$ cat src/rtl/pipe_ctrl.sv
// Pipeline valid/allowin controller with RAW interlock, flush and issue-stall counter.
// Define PIPE_CTRL_BYPASS_EN to limit the interlock to load-use (all other results forwarded).
module pipe_ctrl #(
  parameter int STAGES       = 5,
  parameter int ADDR_WIDTH   = 5,
  parameter int FLUSH_STAGES = 2
) (
  input  logic                  clk,
  input  logic                  rst,
  input  logic                  in_valid,
  output logic                  in_ready,
  input  logic [ADDR_WIDTH-1:0] in_rs1,
  input  logic [ADDR_WIDTH-1:0] in_rs2,
  input  logic [ADDR_WIDTH-1:0] in_rd,
  input  logic                  in_regW,
  input  logic                  in_load,
  input  logic [STAGES-1:0]     stage_ready_go,
  input  logic                  flush,
  output logic [STAGES-1:0]     stage_valid,
  output logic [STAGES-1:0]     stage_advance,
  output logic                  hazard,
  output logic [31:0]           stall_cnt
);

  typedef struct packed {
    logic [ADDR_WIDTH-1:0] rd;
    logic                  reg_w;
    logic                  load;
  } tag_t;

  tag_t              tags [STAGES];
  logic [STAGES-1:0] adv_raw;
  logic              allow0;
  logic              match;

  // Walk from the oldest stage toward issue so each stage sees its successor's allowin.
  // NOTE: the loop carry relies on blocking assignments being visible to the next iteration.
  always_comb begin
    logic carry;
    adv_raw = '0;
    carry   = 1'b1;
    for (int i = STAGES - 1; i >= 0; i--) begin
      adv_raw[i] = stage_valid[i] & stage_ready_go[i] & carry;
      carry      = !stage_valid[i] | (stage_ready_go[i] & carry);
    end
    allow0 = carry;
  end

  always_comb begin
    match = 1'b0;
`ifdef PIPE_CTRL_BYPASS_EN
    if (stage_valid[0] && tags[0].reg_w && tags[0].load && tags[0].rd != '0 &&
        (tags[0].rd == in_rs1 || tags[0].rd == in_rs2))
      match = 1'b1;
`else
    for (int i = 0; i < STAGES; i++) begin
      if (stage_valid[i] && tags[i].reg_w && tags[i].rd != '0 &&
          (tags[i].rd == in_rs1 || tags[i].rd == in_rs2))
        match = 1'b1;
    end
`endif
  end

  assign hazard        = rst & in_valid & match;
  assign in_ready      = rst & in_valid & allow0 & !hazard & !flush;
  assign stage_advance = {STAGES{rst}} & adv_raw;

  always_ff @(posedge clk) begin
    if (!rst) begin
      stage_valid <= '0;
      stall_cnt   <= '0;
      // NOTE: the tag array sits in flops, so clearing it on reset is cheap and keeps state deterministic.
      for (int i = 0; i < STAGES; i++) tags[i] <= '0;
    end else begin
      if (in_valid && !in_ready) stall_cnt <= stall_cnt + 32'd1;

      if (flush) begin
        stage_valid[0] <= 1'b0;
      end else if (in_ready) begin
        stage_valid[0] <= 1'b1;
        tags[0]        <= '{rd: in_rd, reg_w: in_regW, load: in_load};
      end else if (stage_advance[0]) begin
        stage_valid[0] <= 1'b0;
      end

      // A flushed stage handing off into the first surviving stage must not land there.
      for (int i = 1; i < STAGES; i++) begin
        if (flush && i < FLUSH_STAGES) begin
          stage_valid[i] <= 1'b0;
        end else if (stage_advance[i-1] && !(flush && i == FLUSH_STAGES)) begin
          stage_valid[i] <= 1'b1;
          tags[i]        <= tags[i-1];
        end else if (stage_advance[i]) begin
          stage_valid[i] <= 1'b0;
        end
      end
    end
  end

endmodule

$ cat config.mk
export PLATFORM = sky130hd
export DESIGN_NAME = pipe_ctrl
export DESIGN_NICKNAME = d
export VERILOG_FILES = /design/src/rtl/pipe_ctrl.sv
export SDC_FILE = /design/constraint.sdc
export NUM_CORES = 1
export LEC_CHECK = 0
export BUFFER_PORTS_ARGS = -buffer_cell sky130_fd_sc_hd__clkbuf_2
export CAP_MARGIN = 25
export CORE_MARGIN = 5
export CORE_UTILIZATION = 50
export CTS_CLUSTER_SIZE = 8
export DETAILED_ROUTE_END_ITERATION = 7
export PLACE_DENSITY = 0.75
export SETUP_SLACK_MARGIN = 0.3
export SLEW_MARGIN = 20
export SYNTH_ARGS = -nofsm -noshare
export SYNTH_HDL_FRONTEND = slang
export SYNTH_SLANG_ARGS = --single-unit
$ cat constraint.sdc
create_clock -name clk -period 2.4 [get_ports clk]
set_input_delay 0.12 -clock clk [delete_from_list [all_inputs] [get_ports clk]]
set_output_delay 0.12 -clock clk [all_outputs]
set_load 0.005 [all_outputs]
==> impl_metrics.tcl <==
set metrics [dict create \
    rsz0062_at_grt "true" \
    setup_violations 24 \
    path_class "flop to output port" \
    design.final.nets 558 \
    cts_sinks 67 \
    design_area_sq_um 5130 \
    rr_worst_depth 9 \
    arrival_ns 2.35 \
    grt_pass1_wl_mm 16.1 \
    ant_nets 0 \
    yosysWarnings 0 \
    maxCapViolCount 0 \
    path_cells "or4_1 > o211ai_1 > a21oi_2 > nor4_4 > buf_4 > buf_6 > nor2_2 > clkbuf_2" \
    root_buffer "clkbuf_8" \
    vias_per_cell 5.53 \
    synth_common_cells "nand2_1, xor2_1, dfxtp_1" \
    relSlewSlack 0.565 \
    syn-instance-count 440 \
    hpwl_mm 6.98 \
    worst_pin_slew_ns 0.650 \
    antenna_found_initial 0 \
    synth_edf_count 30 \
    ys.flop_type "dfxtp_1" \
    tritoncts "done" \
    cts_buffers 9 \
    gp_congestion 0.858 \
    worstSkewPairLatency_ns 0.35 \
    row_count 32 \
    dr.pass1.iters 4 \
    hold_depth 2 \
    seq_area_frac_synth 0.412 \
    vdd_ir_drop_max_v 0.000289 \
    synthArstFlopShare 0 \
    cp-end-kind "output port" \
    initial_core_util 0.515 \
    r2r-start "tags[0][24]" \
    drc 0 \
    io_buffers 68 \
    areaGrowthSynthToFinish_pct 28.9 \
    drv_slew 0 \
    final_layout_size_suffix_gt1_frac 0.325 \
    yosysMostFrequentCell "nand2_1" \
    path_clk_slew_ns 0.07 \
    hp-start "flush" \
    groute.usage.overall 0.202 \
    synth_seq_cells 67 \
    route.vias.total 3529 \
    syn_area_sq_um 3980 \
    antenna_cells 0 \
    fp.dieW_um 99.2 \
    yosysTopAreaCellShare 0.226 \
    core_area_sq_um 7730 \
    period_minus_slack_ns 2.47 \
    yosysTopAreaCell "edfxtp_1" \
    cts_buffer_depth 2 \
    power_mw 2.43 \
    violations "setup timing" \
    dieArea_sq_um 9840 \
    power_density_nw_per_um2 474 \
    fp.dieH_um 99.2 \
    cp.required_ns 2.28 \
    wl_mm 9.94 \
    cp_max_fo 2 \
    fmax_mhz 404 \
    status "finished, violations left" \
    syn_area_per_cell_sq_um 9.05 \
    fin_skew_ns 0.0143 \
    fillers 619 \
    yosys-top-cells-area "edfxtp_1, dfxtp_1, xor2_1, mux2i_1, a21boi_1" \
    power_leakage_nw 2.03 \
    crit_path_start_kind "flop" \
    crit_start "tags[0][24]" \
    dpl-instance-area_sq_um 4570 \
    finalWorstSetupSlack_ns -0.0723 \
    grt_overflow 0 \
    synth_fp_nets 467 \
    critical_path.max_stage_delay_ns 0.56 \
    htree_levels 3 \
    cp_slowest_cell "or4_1" \
    hold_class "input pin to flop" \
    ys_types 33 \
    finalCritPeriodShare 1.03 \
    drtIter0Drc 175 \
    place_ws_ns -0.0537 \
    hold_ws_ns 0.0247 \
    grt_pass1_vias 3325 \
    routedWlPerCell_um 15.6 \
    grt_max_degree 67 \
    ios 70 \
    finalHoldViolCount 0 \
    setup_tns_ns -0.401 \
]
==> repair_timing <==
item | in CTS | in global routing
hold buffers | 1 | 0
endpoints found under the hold margin | 1 | 0
endpoints found under the setup margin | 71 | 78
gates cloned | 2 | 0
pin swaps | 9 | 14
gates resized for setup | 37 | 32
setup buffers | 9 | 3
==> kinds of logic after synthesis <==
logic type / synth area share
xor+xnor: 0.110
simple gates: 0.213
fa+ha+maj: 0.00314
flops: 0.412
buf+inv: 0.0456
compound gates: 0.135
mux: 0.0805
==> worst max-delay path, delay by kind of cell, from the launching register on <==
family	cells	cell delay [ns]
flip-flops	1	0.40
buffers and inverters	3	0.37
AO/OA/AOI/OAI	2	0.34
AND/OR/NAND/NOR	3	0.90
==> per-stage QoR <==
step | utilization | std cells
after floorplan | - | 440
after global placement | 0.591 | 607
after detailed placement | 0.591 | 607
after CTS | 0.645 | 635
after global routing | 0.664 | 638
final | 0.664 | 638
==> final timing paths <==
check / end / slack [ns]
hold reg to reg: stall_cnt[23] / 0.48
setup reg to reg: stall_cnt[16] / -0.03
setup / recovery: hazard / -0.07
hold / removal: stage_valid[2] / 0.02
==> sequential cells by signal, summed over array words and instances (netlist names) <==
register and cells:
stage_valid 5, stall_cnt 32, tags 30
==> report_power, final <==
| group | internal, mW | switching [mW] |
|---|---|---|
| clock | 0.475 | 0.428 |
| sequential | 1.22 | 0.0276 |
| combinational | 0.129 | 0.152 |
==> area by class of cell <==
class	instances	area [sq um]	area share
Clock inverter	5	53.8	0.0105
Multi-Input combinational cell	330	2390	0.466
Sequential cell	67	1640	0.320
Clock buffer	11	131	0.0256
Tap cell	102	128	0.0249
Inverter	10	37.5	0.00732
Timing Repair Buffer	113	749	0.146
==> cells in the final DEF, fill, tap and decap left out, types with 2 or more instances in the layout <==
cell type	synthesis	layout
clkbuf_2	0	67
clkinvlp_4	0	2
a21oi_1	35	18
o21ai_0	4	4
nand4_1	12	12
and3_1	5	5
a2111oi_4	0	2
o211ai_1	5	5
clkbuf_1	17	2
a21oi_4	0	2
buf_4	0	33
nor2b_1	2	2
nand2b_1	30	30
edfxtp_1	30	30
a21oi_2	0	15
xor2_1	38	38
nor2_1	9	8
and2_1	2	2
nand2_1	54	52
nor3_1	12	11
nand3_1	25	25
a21boi_1	28	13
a22oi_1	2	2
buf_6	0	9
mux2i_1	32	32
a21boi_2	0	19
or4_1	5	4
xnor2_1	12	12
and4_1	5	5
clkbuf_8	0	9
dfxtp_1	37	37
inv_1	10	9
buf_12	0	2
==> layer usage <==
metal / vias to the layer above / global-route usage / share of wire
met5: - / 0 / 0
met4: 0 / 0.0662 / 0.013
li1: 1728 / - / -
met1: 1691 / 0.265 / 0.44
met3: 12 / 0.0505 / 0.058
met2: 98 / 0.326 / 0.49
Power figures use the tool's default switching activity.
